===== src/rtl/bsg_credit_link_pkg.sv =====
// Shared definitions for both ends of the credit link: the credit counter width
// and the credit pulse encoding, which is active-high with one pulse per word.
package bsg_credit_link_pkg;

  localparam logic credit_pulse_active_lp = 1'b1;

  function automatic int credit_width(input int n);
    return $clog2(n + 1);
  endfunction

endpackage


===== src/rtl/bsg_credit_link_tx_if.sv =====
// Producer handshake plus link and credit signals of the credit link tx end.
// The slave modport is the tx block; the master modport drives its inputs.
interface bsg_credit_link_tx_if #(
  parameter int width_p         = 16,
  parameter int credit_width_lp = 2
);
  logic                       v_i;
  logic [width_p-1:0]         data_i;
  logic                       ready_o;
  logic                       v_o;
  logic [width_p-1:0]         data_o;
  logic                       credit_i;
  logic [credit_width_lp-1:0] credits_o;
  logic                       idle_o;
  logic                       err_o;

  modport master (
    output v_i, data_i, credit_i,
    input  ready_o, v_o, data_o, credits_o, idle_o, err_o
  );

  modport slave (
    input  v_i, data_i, credit_i,
    output ready_o, v_o, data_o, credits_o, idle_o, err_o
  );
endinterface


===== src/rtl/bsg_credit_counter.sv =====
// Saturating up/down counter. It holds at max_val_p and flags overflow when an
// up arrives alone at the maximum. It never wraps below zero.
module bsg_credit_counter
  import bsg_credit_link_pkg::*;
#(
  parameter  int max_val_p  = 2,
  parameter  int init_val_p = max_val_p,
  localparam int width_lp   = credit_width(max_val_p)
) (
  input  logic                clk_i,
  input  logic                reset_n_i,
  input  logic                up_i,
  input  logic                down_i,
  output logic [width_lp-1:0] count_o,
  output logic                overflow_o
);

  localparam logic [width_lp-1:0] max_lp = width_lp'(max_val_p);

  logic [width_lp-1:0] count_q, count_d;

  always_comb begin
    count_d    = count_q;
    overflow_o = 1'b0;
    if (up_i && !down_i) begin
      if (count_q == max_lp) overflow_o = 1'b1;
      else                   count_d    = count_q + 1'b1;
    end else if (down_i && !up_i && (count_q != '0)) begin
      count_d = count_q - 1'b1;
    end
  end

  always_ff @(posedge clk_i) begin
    if (!reset_n_i) count_q <= width_lp'(init_val_p);
    else            count_q <= count_d;
  end

  assign count_o = count_q;

endmodule


===== src/rtl/bsg_credit_link_tx.sv =====
// Credit link transmit end: ready/valid producer in, registered valid/data link out, 1 cycle latency.
// ready_o drops when no remote credits remain. BSG_CREDIT_LINK_TX_ERR_EN enables the sticky overflow flag.
module bsg_credit_link_tx
  import bsg_credit_link_pkg::*;
#(
  parameter  int width_p         = 16,
  parameter  int credits_p       = 2,
  localparam int credit_width_lp = credit_width(credits_p)
) (
  input  logic                clk_i,
  input  logic                reset_n_i,
  bsg_credit_link_tx_if.slave link_if
);

  logic                       send;
  logic                       credit_up;
  logic                       overflow;
  logic [credit_width_lp-1:0] count;
  logic                       v_q;
  logic [width_p-1:0]         data_q;

  // ready_o comes only from the registered count, so a returned credit shows up one cycle later.
  assign link_if.ready_o = (count != '0);
  assign send            = link_if.v_i & link_if.ready_o;
  assign credit_up       = (link_if.credit_i == credit_pulse_active_lp);

  bsg_credit_counter #(
    .max_val_p  (credits_p),
    .init_val_p (credits_p)
  ) counter (
    .clk_i      (clk_i),
    .reset_n_i  (reset_n_i),
    .up_i       (credit_up),
    .down_i     (send),
    .count_o    (count),
    .overflow_o (overflow)
  );

  always_ff @(posedge clk_i) begin
    if (!reset_n_i) begin
      v_q    <= 1'b0;
      data_q <= '0;
    end else begin
      v_q <= send;
      if (send) data_q <= link_if.data_i;
    end
  end

  assign link_if.v_o       = v_q;
  assign link_if.data_o    = data_q;
  assign link_if.credits_o = count;
  assign link_if.idle_o    = (count == credit_width_lp'(credits_p)) & ~v_q;

`ifdef BSG_CREDIT_LINK_TX_ERR_EN
  logic err_q;

  always_ff @(posedge clk_i) begin
    if (!reset_n_i)    err_q <= 1'b0;
    else if (overflow) err_q <= 1'b1;
  end

  assign link_if.err_o = err_q;

`ifndef SYNTHESIS
  always_ff @(posedge clk_i) begin
    if (reset_n_i) assert (!(send && (count == '0)))
      else $error("bsg_credit_link_tx: send with zero credits");
  end
`endif
`else
  logic unused_overflow;
  assign unused_overflow = overflow;
  assign link_if.err_o   = 1'b0;
`endif

endmodule


===== src/flat_wrapper.sv =====
// flat-port wrapper written by rule: the top's interface ports become plain ports
module bsg_credit_link_tx_flat import bsg_credit_link_pkg::*;
#(
  parameter  int width_p         = 16,
  parameter  int credits_p       = 2,
  localparam int credit_width_lp = credit_width(credits_p)
)
  (clk_i, reset_n_i, link_if_v_i, link_if_data_i, link_if_credit_i, link_if_ready_o, link_if_v_o, link_if_data_o, link_if_credits_o, link_if_idle_o, link_if_err_o);
  bsg_credit_link_tx_if #(.width_p(width_p), .credit_width_lp(2)) link_if_i ();
  input  logic clk_i;
  input  logic reset_n_i;
  input wire logic [$bits(link_if_i.v_i)-1:0] link_if_v_i;
  input wire logic [$bits(link_if_i.data_i)-1:0] link_if_data_i;
  input wire logic [$bits(link_if_i.credit_i)-1:0] link_if_credit_i;
  output wire logic [$bits(link_if_i.ready_o)-1:0] link_if_ready_o;
  output wire logic [$bits(link_if_i.v_o)-1:0] link_if_v_o;
  output wire logic [$bits(link_if_i.data_o)-1:0] link_if_data_o;
  output wire logic [$bits(link_if_i.credits_o)-1:0] link_if_credits_o;
  output wire logic [$bits(link_if_i.idle_o)-1:0] link_if_idle_o;
  output wire logic [$bits(link_if_i.err_o)-1:0] link_if_err_o;
  assign link_if_i.v_i = link_if_v_i;
  assign link_if_i.data_i = link_if_data_i;
  assign link_if_i.credit_i = link_if_credit_i;
  assign link_if_ready_o = link_if_i.ready_o;
  assign link_if_v_o = link_if_i.v_o;
  assign link_if_data_o = link_if_i.data_o;
  assign link_if_credits_o = link_if_i.credits_o;
  assign link_if_idle_o = link_if_i.idle_o;
  assign link_if_err_o = link_if_i.err_o;
  bsg_credit_link_tx #(.width_p(width_p), .credits_p(credits_p)) u_core (.clk_i(clk_i), .reset_n_i(reset_n_i), .link_if(link_if_i));
endmodule

===== config.mk =====
export PLATFORM = sky130hd
export DESIGN_NAME = bsg_credit_link_tx_flat
export DESIGN_NICKNAME = d
export VERILOG_FILES = /design/src/rtl/bsg_credit_link_pkg.sv /design/src/rtl/bsg_credit_link_tx_if.sv /design/src/rtl/bsg_credit_counter.sv /design/src/rtl/bsg_credit_link_tx.sv /design/src/flat_wrapper.sv
export SDC_FILE = /design/constraint.sdc
export NUM_CORES = 1
export LEC_CHECK = 0
export ABC_AREA = 1
export CAP_MARGIN = 20
export CORE_MARGIN = 4
export CORE_UTILIZATION = 40
export DETAILED_ROUTE_END_ITERATION = 6
export DONT_BUFFER_PORTS = 1
export PLACE_DENSITY = 0.53
export SYNTH_ARGS = -nofsm -noshare
export SYNTH_HDL_FRONTEND = slang
export SYNTH_SLANG_ARGS = --single-unit
export TNS_END_PERCENT = 10

===== constraint.sdc =====
create_clock -name clk_i -period 1.2 [get_ports clk_i]
set_input_delay 0.06 -clock clk_i [delete_from_list [all_inputs] [get_ports clk_i]]
set_output_delay 0.06 -clock clk_i [all_outputs]
set_load 0.005 [all_outputs]

==> flow_summary.ini, run 1 <==
[outcome]
outcome = completed

[clock_network]
htreeDepth = 1
cts_tree = done
cts_inserted_buffers = 3
cts_setup_buffers = 0
clock_tree.buffer_depth = 2
clock-sinks = 19
cts_root_buf = clkbuf_4
clk_pin_slew_ns = 0.10
clock_latency_ns = 0.28

[global_route]
grt_use_met3_pct = 4.30
grt_max_degree = 19
grt_pass1_wl_um = 2800
met1_usage_pct = 15.8
met2_usage_pct = 24.1
grt.total_usage_pct = 14.0
overflow = 0
grt_pass1_vias = 661
grt-busiest-layer = met2
antenna_found_initial = 0

[power_and_ir_drop]
power_density_nw_per_um2 = 1340
leakage_nw = 0.426
clkPwrFrac_pct = 23.4
ir_worst_vdd_mv = 0.691
switchingPower_uw = 382
p_int_uw = 950
sw_frac_of_total_pct = 28.7
p_comb_share_pct = 19.7
seqPwrFrac_pct = 56.9

[setup_path]
crit_required_ns = 1.14
critPathArrivalTime_ns = 1.04
cp_cell_sequence = buf_4, nand2_1, nor2_1
cp-start-kind = register
critPathTopFamily = flip-flops
slowest_stage = dfxtp_2
cp_max_fo = 4
slowest_delay_ns = 0.39
worst-path-buf-inv = 1
crit_type = reg -> out
worstSetupEndpointType = output port

[sta]
slew_violations = 0
fmax_mhz = 912
hold_viol = 0
fin_skew_ns = 0.000926
setup_viol_count_final = 0
worst_pin_slew_ns = 0.529
setup_tns_ns = 0
slew-limit-headroom_pct = 64.6
fin_crit_sh_pct = 91.4
layout_min_cycle_time_ns = 1.10
rsz0062_at_grt = false

[synthesis]
synthMuxAreaShare_pct = 0
syn_area_per_cell_um2 = 8.12
synthCells = 96
yosys.area_share.simple_pct = 28.1
synth-seq-cells = 19
yosysSeqAreaShare_pct = 48.8
synth_nets = 116
synth_fa_ha_area_share_pct = 0
synth_compound_area_share_pct = 12.0
syn_area_um2 = 779
synth_xor_area_share_pct = 0
yosysWarnings = 0
synth_top_family_by_area = simple AND/OR/NAND/NOR gates
yosysUniqueCellTypes = 20

[layout]
final_common_cell = nor2_1
fillers = 179
syn_to_final_growth_pct = 27.3
mostFrequentLayoutCells = nor2_1 (27), dlygate4sd3_1 (18), dfxtp_1 (18), nor2_2 (10), o21ai_0 (10)
final_layout_size_suffix_gt1_share_pct = 18.8
final_core_util_pct = 55.6
diodes = 0
nNetsFinal = 138

[route]
dr.pass1.iters = 4
drt_iter0_markers = 7
vias = 643
via_per_inst = 4.53
ant_nets = 0
drc_errors = 0
avgRoutedWirePerCell_um = 12.3
postRouteWirelength_um = 1750

[placed_design]
hpwl_um = 1170
routabilityCongestion = 0.686
port_buffers = 0

[floorplanning]
fp.dieH_um = 52.1
std_cell_rows = 15
core-area_um2 = 1780
num_io_pins = 42
dieArea_um2 = 2720
die_w_um = 52.1
initial_core_util_pct = 43.7

[job]
drv_cap = 0

[worst_hold_path]
hp-class = in -> reg
==> routing by layer <==
metal	vias up	wire (µm)
met5	-	0
met4	0	0
met3	0	158
li1	347	-
met1	273	766
met2	23	828
==> sequential cells by signal, summed over array words and instances, names as in the netlist <==
register and cells:
u_core.counter.count_o 2, u_core.link_if.data_o 16, u_core.link_if.v_o 1
==> final cells by class <==
cell class              count  area, µm²  share of cell area [%]
well taps                  25       31.3                    3.15
inverters                   5       26.3                    2.65
multi-input cells          67        317                    31.9
repair buffers             22        210                    21.2
clock buffers               4       26.3                    2.65
flip-flops and latches     19        382                    38.5
==> synth_stat cells <==
library cell / count / area (µm²)
nor2_1: 27 / 101
dfxtp_1: 19 / 380
nor2_2: 10 / 62.6
o21ai_0: 10 / 50.1
o21ai_1: 6 / 30.0
nand2_1: 5 / 18.8
nand3_1: 4 / 20.0
inv_1: 3 / 11.3
a21oi_1: 1 / 5.00
buf_12: 1 / 20.0
buf_2: 1 / 5.00
buf_4: 1 / 7.51
buf_6: 1 / 11.3
conb_1: 1 / 3.75
dlymetal6s2s_1: 1 / 12.5
inv_2: 1 / 3.75
inv_8: 1 / 11.3
nand3_2: 1 / 10.0
nand4_1: 1 / 6.26
o21ai_2: 1 / 8.76
==> what timing repair did <==
item	4_1_cts	5_1_grt
hold buffers	18	0
gates resized for setup	0	1
endpoints found under the setup margin	0	1
endpoints found under the hold margin	19	0
==> per-stage QoR <==
step / hold slack [ns] / worst slack [ns] / area, µm² / cells / power (mW)
floorplan: 0.195 / 0.150 / 779 / 96 / 0.954
global placement: 0.193 / 0.165 / 785 / 120 / 0.978
detailed placement: 0.201 / 0.120 / 785 / 120 / 0.983
CTS: 0.0119 / 0.00182 / 991 / 142 / 1.35
global route: 0.0426 / 0.0115 / 992 / 142 / 1.42
finish: 0.0249 / 0.103 / 992 / 142 / 1.33
==> worst min-delay path, stage by stage <==
cell and delay [ns]:
nand4_1 0.08, nand2_1 0.07, nor2_1 0.04, nand2_1 0.04
==> worst paths after layout <==
kind | slack, ns | from | depth (start not counted) | end
worst min register to register | 0.51 | u_core.link_if.data_o[9] | 2 | u_core.link_if.data_o[9]
worst max-delay path | 0.10 | u_core.counter.count_o[1] | 3 | link_if_idle_o
worst min-delay path | 0.02 | link_if_v_i | 4 | u_core.counter.count_o[1]
worst max register to register | 0.12 | u_core.counter.count_o[0] | 6 | u_core.counter.count_o[1]
==> cells by family (layout without fill, tap and decap cells) <==
family | count (synthesis) | count (layout)
compound gates | 18 | 18
buf+inv | 10 | 31
flops | 19 | 19
other cells | 1 | 1
simple gates | 48 | 48
==> power by group through the flow <==
stage | logic [mW] | registers [mW] | clock network [mW]
4_1_cts | 0.265 | 0.758 | 0.331
2_1_floorplan | 0.192 | 0.762 | 0
3_5_place_dp | 0.211 | 0.773 | 0
3_3_place_gp | 0.207 | 0.771 | 0
5_1_grt | 0.305 | 0.766 | 0.345
6_report | 0.262 | 0.758 | 0.312
Note: power is estimated with default switching activity, not from simulation.
==> run 2, diff against run 1 <==
clock period = 1.1 ns   (was 1.2 ns; I/O delays follow)
==> run 2 against run 1 <==
Non-clock buffer count grew 3. Clock-buffer cell count is the same. Clock power grew 11%. Core utilization grew 4.5 points. Sequential power grew 9.1%. Largest cell class unchanged. Highest routed layer is now met4.
==> flow_summary.ini, run 2 (same netlist as run 1, synthesis figures left out) <==
[layout]
fillers = 166
nNetsFinal = 141
final_common_cell = nor2_1
syn_to_final_growth_pct = 37.6
instances_no_fill = 145
final_layout_size_suffix_gt1_share_pct = 27.5
design_area_um2 = 1070
largest_register_ffs = 16
mostFrequentLayoutCells = nor2_1 (24), dlygate4sd3_1 (17), dfxtp_1 (17), nor2_2 (13), o21ai_0 (10)
diodes = 0

[sta]
layout_min_cycle_time_ns = 1.07
fin_skew_ns = 0.00125
worst_pin_slew_ns = 0.549
fin_crit_sh_pct = 97.5
hold_viol = 0
setup_viol_count_final = 0
fmax_mhz = 932
rsz0062_at_grt = true
timing.final.ws_setup_ns = 0.0275
slew_violations = 0
slew-limit-headroom_pct = 63.4

[route]
ant_nets = 0
avgRoutedWirePerCell_um = 12.3
via_per_inst = 4.59
drt_iter0_markers = 4
drc_errors = 0
vias = 666
postRouteWirelength_um = 1780
dr.pass1.iters = 3

[global_route]
antenna_found_initial = 0
grt.total_usage_pct = 14.1
grt_pass1_vias = 675
grt_pass1_wl_um = 2880
overflow = 0
grt_max_degree = 20

[setup_path]
rr_worst_depth = 5
crit_required_ns = 1.04
worst-path-buf-inv = 3
regToRegStartpoint = u_core.counter.count_o[1]
cp_max_fo = 4
reg2reg_slack_ns = 0.06
cp-start-kind = register
critPathArrivalTime_ns = 1.02
crit_type = reg -> out
rr_endpoint = u_core.link_if.data_o[9]
slowest_stage = dfxtp_4
cp.depth = 4
slowest_delay_ns = 0.37
cp_cell_sequence = buf_6, inv_4, nand2_2, buf_4
worstSetupEndpointType = output port
critPathTopFamily = flip-flops

[placed_design]
routabilityCongestion = 0.723
place_area_um2 = 805
hpwl_um = 1180
port_buffers = 0
dp_slack_ns = 0.0425
dp_cells = 121

[worst_hold_path]
hold_depth = 3
hp-class = in -> reg
hold_end = u_core.counter.count_o[1]
hold_start = link_if_v_i

[power_and_ir_drop]
power_density_nw_per_um2 = 1420
ir_worst_vdd_mv = 0.654
leakage_nw = 0.462

[clock_network]
cts_root_buf = clkbuf_4
clk_pin_slew_ns = 0.10
htreeDepth = 1
clock_tree.buffer_depth = 2
clock_latency_ns = 0.29
cts_inserted_buffers = 3
clock-sinks = 19
cts_tree = done

[floorplanning]
initial_core_util_pct = 43.7
fp.dieH_um = 52.1
num_io_pins = 42
dieArea_um2 = 2720
core-area_um2 = 1780
std_cell_rows = 15
die_w_um = 52.1

[outcome]
outcome = completed

[job]
drv_cap = 0
## run 2: cell types whose count changed in the layout (fill, tap and decap cells not counted), moves of 2 or more
cell	change
nor2_2	+3
nand2_2	+2
buf_6	+2
nor2_1	-3
nand2_1	-2
## run 2: worst max path at each step
stage / from / to / slack [ns]
floorplan: u_core.counter.count_o[1] / u_core.link_if.data_o[14] / 0.05
global placement: u_core.counter.count_o[0] / u_core.link_if.data_o[11] / 0.08
detailed placement: u_core.counter.count_o[0] / u_core.link_if.data_o[13] / 0.04
CTS: u_core.counter.count_o[1] / link_if_ready_o / 0.009
global route: u_core.counter.count_o[1] / u_core.link_if.data_o[9] / -0.02
finish: u_core.counter.count_o[0] / link_if_ready_o / 0.03
## run 2: metal layers
layer	global-route usage (%)	part of all wire (%)	vias to the layer above
met1	15.1	43	291
li1	-	-	352
met2	24.5	48	21
met4	7.23	0.67	0
met5	0	0	-
met3	4.58	7.4	2
## run 2: cell type report
class	instances	area [µm²]	area share, %
timing repair buffer	25	255	23.8
inverter	5	28.8	2.68
multi-input combinational	67	345	32.2
sequential	19	385	35.9
clock buffer	4	26.3	2.45
tap	25	31.3	2.92
## run 2: worst register-to-register path: cells and delay by family (launching register included)
kind                   cells  cell delay (ns)
AOI/OAI and AO/OA          1             0.18
DFF                        1             0.35
and+or+nand+nor            2             0.15
buffers and inverters      2             0.26
## run 2: power by group
part / internal [mW] / total, mW / switching [mW]
combinational: 0.180 / 0.354 / 0.174
clock: 0.141 / 0.347 / 0.206
sequential: 0.762 / 0.827 / 0.0642
## run 2: timing repair
item                       in CTS  in global routing
pin swaps                       1                  2
hold buffers                   18                  0
setup endpoints to repair       2                 15
buffers inserted                2                  0
gates resized for setup         5                 10
hold endpoints to repair       19                  0
## run 2: through the flow
| stage | power [mW] | TNS, ns | hold WS, ns | util, % |
|---|---|---|---|---|
| after floorplan | 1.04 | 0 | 0.190 | - |
| after global placement | 1.09 | 0 | 0.182 | 45.1 |
| final | 1.53 | 0 | 0.00700 | 60.1 |
| after global routing | 1.62 | -0.0876 | 0.0273 | 60.1 |
| after CTS | 1.53 | 0 | 0.00599 | 58.1 |
| after detailed placement | 1.09 | 0 | 0.190 | 45.1 |
